==> config.mk <==
export PLATFORM = sky130hd
export DESIGN_NAME = spi_slave
export DESIGN_NICKNAME = d
export VERILOG_FILES = /design/src/rtl/spi_pkg.sv /design/src/rtl/spi_sync_edge.sv /design/src/rtl/spi_slave.sv
export SDC_FILE = /design/constraint.sdc
export NUM_CORES = 1
export LEC_CHECK = 0
export ABC_AREA = 1
export BUFFER_PORTS_ARGS = -buffer_cell sky130_fd_sc_hd__buf_2
export CORE_ASPECT_RATIO = 0.9
export CORE_MARGIN = 2
export CORE_UTILIZATION = 34
export DETAILED_ROUTE_END_ITERATION = 7
export PLACE_DENSITY_LB_ADDON = 0.12
export SYNTH_ARGS = -nofsm -noshare
export SYNTH_HDL_FRONTEND = slang
export SYNTH_SLANG_ARGS = --single-unit
==> constraint.sdc <==
create_clock -name clk -period 1.5 [get_ports clk]
set_input_delay 0.075 -clock clk [delete_from_list [all_inputs] [get_ports clk]]
set_output_delay 0.075 -clock clk [all_outputs]
set_load 0.03 [all_outputs]
==> src/rtl/spi_pkg.sv <==
`default_nettype none
// =============================================================================
// spi_pkg : types and constants shared by the SPI master and slave blocks.
// Rev 1.0
// =============================================================================
package spi_pkg;

   localparam int         SPI_SYNC_STAGES_MIN   = 2;
   localparam logic [7:0] SPI_IDLE_BYTE_DEFAULT = 8'h00;

   localparam int         SPI_MASTER_CLK_DIV    = 8;
   localparam logic       SPI_MASTER_CPOL       = 1'b0;
   localparam logic       SPI_MASTER_CPHA       = 1'b0;

   typedef enum logic [1:0] {
      ST_IDLE  = 2'd0,
      ST_LOAD  = 2'd1,
      ST_SHIFT = 2'd2
   } spi_slave_state_t;

   function automatic logic [7:0] spi_next_tx(input logic       full,
                                              input logic [7:0] held,
                                              input logic [7:0] idle_byte);
      return full ? held : idle_byte;
   endfunction

endpackage
`default_nettype wire

==> src/rtl/spi_sync_edge.sv <==
`default_nettype none
// =============================================================================
// spi_sync_edge : multi-flop synchronizer with rise/fall detection on the output.
// Rev 1.0
// =============================================================================
module spi_sync_edge #(
   parameter int   STAGES    = 2,
   parameter logic RESET_VAL = 1'b0
) (
   input  logic clk,
   input  logic rst,
   input  logic i_async,
   output logic o_sync,
   output logic o_rise,
   output logic o_fall
);

   logic [STAGES-1:0] r_chain;
   logic              r_prev;

   always_ff @(posedge clk) begin
      if (rst) begin
         r_chain <= {STAGES{RESET_VAL}};
         r_prev  <= RESET_VAL;
      end else begin
         r_chain <= {r_chain[STAGES-2:0], i_async};
         r_prev  <= r_chain[STAGES-1];
      end
   end

   assign o_sync = r_chain[STAGES-1];
   assign o_rise =  r_chain[STAGES-1] & ~r_prev;
   assign o_fall = ~r_chain[STAGES-1] &  r_prev;

endmodule
`default_nettype wire

==> src/rtl/spi_slave.sv <==
`default_nettype none
// =============================================================================
// spi_slave : mode-0 SPI slave with one-byte transmit buffer, oversampled by clk.
// Rev 1.0
// =============================================================================
module spi_slave
   import spi_pkg::*;
#(
   parameter int         SYNC_STAGES = 2,
   parameter logic [7:0] IDLE_BYTE   = SPI_IDLE_BYTE_DEFAULT
) (
   input  logic       clk,
   input  logic       rst,
   input  logic       ss_n,
   input  logic       sck,
   input  logic       mosi,
   output logic       miso,
   output logic       miso_oe,
   input  logic [7:0] tx_data,
   input  logic       tx_load,
   output logic       tx_ready,
   output logic [7:0] rx_data,
   output logic       rx_valid,
   output logic       busy
);

   if (SYNC_STAGES < SPI_SYNC_STAGES_MIN) begin : g_bad_stages
      $error("spi_slave: SYNC_STAGES must be at least 2");
   end

   logic w_ss_sync, w_ss_rise, w_ss_fall;
   logic w_sck_level_unused, w_sck_rise, w_sck_fall;
   logic w_mosi;

   spi_sync_edge #(.STAGES(SYNC_STAGES), .RESET_VAL(1'b1)) u_sync_ss (
      .clk     (clk),
      .rst     (rst),
      .i_async (ss_n),
      .o_sync  (w_ss_sync),
      .o_rise  (w_ss_rise),
      .o_fall  (w_ss_fall)
   );

   spi_sync_edge #(.STAGES(SYNC_STAGES), .RESET_VAL(1'b0)) u_sync_sck (
      .clk     (clk),
      .rst     (rst),
      .i_async (sck),
      .o_sync  (w_sck_level_unused),
      .o_rise  (w_sck_rise),
      .o_fall  (w_sck_fall)
   );

   // mosi goes through the same depth as sck so a detected rise sees matching data
   logic [SYNC_STAGES-1:0] r_mosi_chain;

   always_ff @(posedge clk) begin
      if (rst) r_mosi_chain <= '0;
      else     r_mosi_chain <= {r_mosi_chain[SYNC_STAGES-2:0], mosi};
   end

   assign w_mosi = r_mosi_chain[SYNC_STAGES-1];

   spi_slave_state_t r_state;
   logic [2:0]       r_bit_cnt;
   logic [7:0]       r_tx_sr;
   logic [7:0]       r_rx_sr;
   logic [7:0]       r_txbuf;
   logic             r_txbuf_full;
   logic             r_byte_done;
   logic [7:0]       r_rx_data;
   logic             r_rx_valid;

   logic [7:0] w_next_tx;
   logic [7:0] w_rx_next;

   assign w_next_tx = spi_next_tx(r_txbuf_full, r_txbuf, IDLE_BYTE);
   assign w_rx_next = {r_rx_sr[6:0], w_mosi};

   always_ff @(posedge clk) begin
      if (rst) begin
         r_state      <= ST_IDLE;
         r_bit_cnt    <= 3'd0;
         r_tx_sr      <= 8'h00;
         r_rx_sr      <= 8'h00;
         r_txbuf      <= 8'h00;
         r_txbuf_full <= 1'b0;
         r_byte_done  <= 1'b0;
         r_rx_data    <= 8'h00;
         r_rx_valid   <= 1'b0;
      end else begin
         r_rx_valid <= 1'b0;
         if (w_ss_rise) begin
            // deselect drops any partial byte; the consumed tx byte is not kept
            r_state     <= ST_IDLE;
            r_bit_cnt   <= 3'd0;
            r_byte_done <= 1'b0;
            r_tx_sr     <= 8'h00;
         end else begin
            case (r_state)
               ST_IDLE: begin
                  if (w_ss_fall) r_state <= ST_LOAD;
               end
               ST_LOAD: begin
                  r_tx_sr      <= w_next_tx;
                  r_txbuf_full <= 1'b0;
                  r_bit_cnt    <= 3'd0;
                  r_byte_done  <= 1'b0;
                  r_state      <= ST_SHIFT;
               end
               ST_SHIFT: begin
                  if (w_sck_rise) begin
                     r_rx_sr   <= w_rx_next;
                     r_bit_cnt <= r_bit_cnt + 3'd1;
                     if (r_bit_cnt == 3'd7) begin
                        r_rx_data   <= w_rx_next;
                        r_rx_valid  <= 1'b1;
                        r_byte_done <= 1'b1;
                     end
                  end
                  if (w_sck_fall) begin
                     if (r_byte_done) begin
                        r_tx_sr      <= w_next_tx;
                        r_txbuf_full <= 1'b0;
                        r_byte_done  <= 1'b0;
                     end else begin
                        r_tx_sr <= {r_tx_sr[6:0], 1'b0};
                     end
                  end
               end
               default: r_state <= ST_IDLE;
            endcase
         end
         // placed last so a write into an already-empty buffer survives a consume
         if (tx_load && !r_txbuf_full) begin
            r_txbuf      <= tx_data;
            r_txbuf_full <= 1'b1;
         end
      end
   end

   assign busy     = ~w_ss_sync;
   assign miso_oe  = ~w_ss_sync;
   assign miso     = ~w_ss_sync & r_tx_sr[7];
   assign tx_ready = ~r_txbuf_full;
   assign rx_data  = r_rx_data;
   assign rx_valid = r_rx_valid;

endmodule
`default_nettype wire

Word-level counts from Yosys, hierarchy flattened --
Index checks and enable logic that the tools add are counted.
Storage, ports and cells: output and inout port bits 13, bits of input ports 14, logic and storage cells 69, register bits after elaboration 47
Operators by class: reductions and logical operators 13, mux-type cells 19, eq/ne operators 9, add/sub/neg operators 1, bitwise logic cells 13
Operator list (number):
- $mux 8 | 3
- $pmux 8 s2 | 1
- $mux 1 | 9
- $not 1->1 | 8
- $reduce_and 4->1 | 2
- $ne 2x1->1 const B | 3
- $pmux 2 s3 | 1
- $pmux 3 s2 | 1
- $reduce_and 2->1 | 3
- $and 1x1->1 | 5
- $pmux 1 s2 | 2
- $reduce_or 4->1 | 1
- $add 3x1->3 const B | 1
- $eq 3x3->1 const B | 1
- $mux 3 | 1
- $ne 3x2->1 const B | 1
- $ne 3x3->1 const B | 1
- $reduce_and 3->1 | 1
- $reduce_bool 3->1 | 1
- $eq 2x1->1 const B | 1
- $eq 2x2->1 const B | 1
- $logic_not 2->1 | 1
- $mux 2 | 1
- $ne 2x2->1 const B | 1
- 4 further kinds | 4

Depth between registers and ports, before layout --
word-level depth 6, depth in mapped cells 8, depth with buffers taken out 8

By module --
A second synthesis with hierarchy kept.
Unflattened totals: cells, all modules 237, area total of the unflattened synthesis 1871.8 µm²
By module, submodules not included:
- spi_slave | times used 1, seq. area each 820.8 µm², cells each 212, area an instance 1680.4 µm²
- spi_sync_edge (u_sync_ss) | times used 1, seq. area each 60.1 µm², cells each 13, area an instance 97.6 µm²
- spi_sync_edge (u_sync_sck) | times used 1, seq. area each 60.1 µm², cells each 12, area an instance 93.8 µm²

Worst setup path after synthesis --
No wires, ideal clock.
path kind register -> register, from register r_state[0], to register r_tx_sr[5], setup slack 0.171 ns, stages on the path, launching flop included 9, path buffers 1, data arrival time 1.209 ns, required time 1.381 ns, cell sequence dfxtp_1 > inv_1 > ha_1 > inv_2 > nand2_2 > nand2_2 > buf_6 > o21ai_1 > a21oi_1
Between the ends: word-level cells in the longest chain between the ends 3
Ends and longest elaborated chain:
- start, declared | line spi_slave.sv:63 | spi_slave_state_t r_state;
- start signal, assigned | line spi_slave.sv:81 | r_state <= ST_IDLE;
- start signal, assigned | line spi_slave.sv:94 | r_state <= ST_IDLE;
- start signal, assigned | line spi_slave.sv:101 | if (w_ss_fall) r_state <= ST_LOAD;
- $eq 2x2->1 or $eq 2x1->1 (tied branches) | line spi_slave.sv:99 | case (r_state)
- $ne 2x1->1 (no source line) or $reduce_bool 2->1 (tied branches)
- $reduce_and 2->1 (no source line)
- end signal, assigned | line spi_slave.sv:104 | r_tx_sr <= w_next_tx;
- end signal, assigned | line spi_slave.sv:122 | r_tx_sr <= w_next_tx;
- end signal, assigned | line spi_slave.sv:126 | r_tx_sr <= {r_tx_sr[6:0], 1'b0};
- end, declared | line spi_slave.sv:65 | logic [7:0] r_tx_sr;
Parallel ways exist; a longest one is shown, timed or not. A chain may end at the register's enable or synchronous reset.

Worst setup path in the final report --
from register r_state[0], to register r_tx_sr[3]
The elaborated chain is that of the path after synthesis.

==> flow_metrics.tcl <==
set metrics [dict create \
    outcome "completed" \
    clock-sinks 47 \
    die_h_um 74.4 \
    yosys-top-cells-count "dfxtp_1, nor2_1, o21ai_0, nand2_1, inv_1" \
    firstDrtPassIters 4 \
    power_switching_uw 669 \
    hold_class "in -> reg" \
    synth_flop_cell "dfxtp_1" \
    nets 292 \
    grt_max_degree 31 \
    fp.dieW_um 82.2 \
    gp_congestion 0.788 \
    yosys-top-cells-area "dfxtp_1, o21ai_0, nor2_1" \
    hold_ws_ns 0.0183 \
    drtAntennaViolNets 0 \
    netlist_area_mm2 0.00187 \
    async_reset_ff_share_pct 0 \
    crit_type "reg -> reg" \
    grt_pass1_wl_mm 6.09 \
    initial_core_util_pct 35.4 \
    pre_cts_slack_ns -0.00606 \
    worst_pin_slew_ns 0.296 \
    cts_root_buf "clkbuf_8" \
    synth_edf_count 0 \
    critical_path.max_stage_delay_ns 0.36 \
    port_buffers 26 \
    syn_nets 261 \
    power_density_mw_per_mm2 1130 \
    cts-htree-levels 2 \
    rsz0062_at_grt "false" \
    arrival_ns 1.56 \
    seqCellArea_um2 941 \
    slowest_stage "dfxtp_1" \
    critPathBufInv 2 \
    post-place-cells 329 \
    groute.usage.overall_pct 13.2 \
    required_ns 1.73 \
    power_uw 2530 \
    route.vias.total 1494 \
    synth_seq_cells 47 \
    yosysTopAreaCell "dfxtp_1" \
    period_minus_slack_ns 1.33 \
    nFillCells 547 \
    power_leakage_uw 0.000989 \
    cts_made_buffers 5 \
    post_cts_buffers 0 \
    cp_cell_sequence "inv_1 > ha_4 > inv_2 > nand2_2 > nand2_4 > o21ai_0 > a21oi_1" \
    drtIter0Drc 49 \
    avgSynthCellArea_um2 7.76 \
    drv_cap 0 \
    overflow 0 \
    clkPwrFrac_pct 33.1 \
    slew_headroom_pct 80.2 \
    finClkSkew_ns 0.00702 \
    routed_via_density 4.39 \
    internal_power_uw 1860 \
    seq_power_share_pct 53.3 \
    synthDistinctLibCells 19 \
    clk_pin_slew_ns 0.09 \
    antenna_found_initial 0 \
    coreArea_mm2 0.00529 \
    finalHoldViolCount 0 \
    cts_tree "built" \
    pin_count 27 \
    crit_family "flip-flops" \
    antenna_cells 0 \
    setup_tns_ns 0 \
    pwr-share-comb_pct 13.6 \
    synthCells 241 \
    wirelength_mm 3.65 \
    die_area_mm2 0.00611 \
    layout-drive-gt1-share_pct 19.4 \
    multi_input_area_um2 803 \
    synthMostInstantiatedCell "dfxtp_1" \
    cts.path.max_buffers 2 \
    fmaxAchievable_ghz 0.750 \
    drv_slew 0 \
    final_cells 340 \
    setup_viol 0 \
    dp_hpwl_mm 2.56 \
    ys_warn_count 0 \
    swShare_pct 26.5 \
    grt_pass1_vias 1382 \
    min_period_over_period_pct 88.9 \
    fin_ws_ns 0.167 \
    crit_path_start_kind "flop" \
    drc_errors 0 \
    cp-end-kind "flop" \
    clk_latency_ns 0.30 \
    area_delta_synth_final_pct 19.3 \
    synth_top_area_share_pct 50.3 \
    rows 25 \
    wl_per_cell_um 10.7 \
    yosysSeqAreaShare_pct 50.3 \
    critPathMaxFanout 17 \
    ir_worst_vdd_v 0.000472 \
]
-- placed cells by master, fill, tap and decap left out, types with 2 or more instances in the layout --
cell type and count:
o21ai_0 37, or2_2 2, dfxtp_1 47, ha_1 5
a21oi_1 15, dlygate4sd3_1 3, o21ai_1 5, buf_4 4
nor2_4 2, nand3_1 13, inv_1 21, buf_2 26
clkbuf_8 7, nor2_1 40, nand2_2 6, nand2_1 32
-- metrics by stage --
stage               cell area [µm²]  util [%]
floorplan                      1870         -
global placement               2080      39.3
finish                         2230      42.2
global route                   2230      42.2
CTS                            2220      41.9
detailed placement             2080      39.3
-- worst register-to-register path: stages (launching register included) --
cell and delay (ns):
dfxtp_1 0.36, inv_1 0.11, ha_4 0.20, inv_2 0.10, nand2_2 0.10, nand2_4 0.17
o21ai_0 0.10, a21oi_1 0.13
-- cells by family (layout without fill, tap and decap cells) --
group	Yosys count	count (layout)	share of synthesized area [%]
adder cells (fa/ha/maj)	6	6	4.01
AO/OA/AOI/OAI	57	57	15.3
buffers and inverters	33	65	7.69
flip-flops	47	47	50.3
AND/OR/NAND/NOR	98	98	22.7
-- worst paths after layout --
| path | to | startpoint | cells past startpoint | slack, ns |
|---|---|---|---|---|
| worst min register to register | u_sync_sck.r_chain[1] | u_sync_sck.r_chain[0] | 2 | 0.41 |
| worst max register to register | r_tx_sr[3] | r_state[0] | 7 | 0.17 |
| worst min-delay path | r_txbuf[2] | tx_data[2] | 3 | 0.02 |
| worst max-delay path | r_tx_sr[3] | r_state[0] | 7 | 0.17 |
-- repair_timing --
action | 4_1_cts | 5_1_grt
gates cloned | 0 | 0
endpoints found under the setup margin | 7 | 16
endpoints found under the hold margin | 3 | 0
gates resized for setup | 1 | 5
hold buffers | 3 | 0
-- flip-flops by register name, summed over array words and instances (netlist names), 2 cells and up --
name                cells
r_txbuf                 8
u_sync_sck.r_chain      2
r_bit_cnt               3
u_sync_ss.r_chain       2
r_rx_sr                 7
r_mosi_chain            2
rx_data                 8
r_tx_sr                 8
r_state                 2
-- power groups by stage --
stage | Sequential (µW) | Clock (µW) | Combinational (µW)
floorplan | 1370 | 0 | 264
global placement | 1380 | 0 | 335
detailed placement | 1370 | 0 | 332
CTS | 1350 | 876 | 341
global route | 1360 | 922 | 400
finish | 1350 | 837 | 344
-- area by class of cell --
class	count	area share, %
Sequential cell	47	42.2
Multi-Input combinational cell	161	36.0
Timing Repair Buffer	34	9.42
Clock buffer	7	4.32
Inverter	23	3.98
Tap cell	67	3.76
Clock inverter	1	0.337
-- layer usage --
layer	vias to the layer above	share of wire (%)	track usage, %
met5	-	0	0
met4	0	0.69	5.56
met3	2	4.4	4.00
met2	22	42	20.3
met1	638	53	17.1
li1	832	-	-
Note: power is estimated with default switching activity, not from simulation.
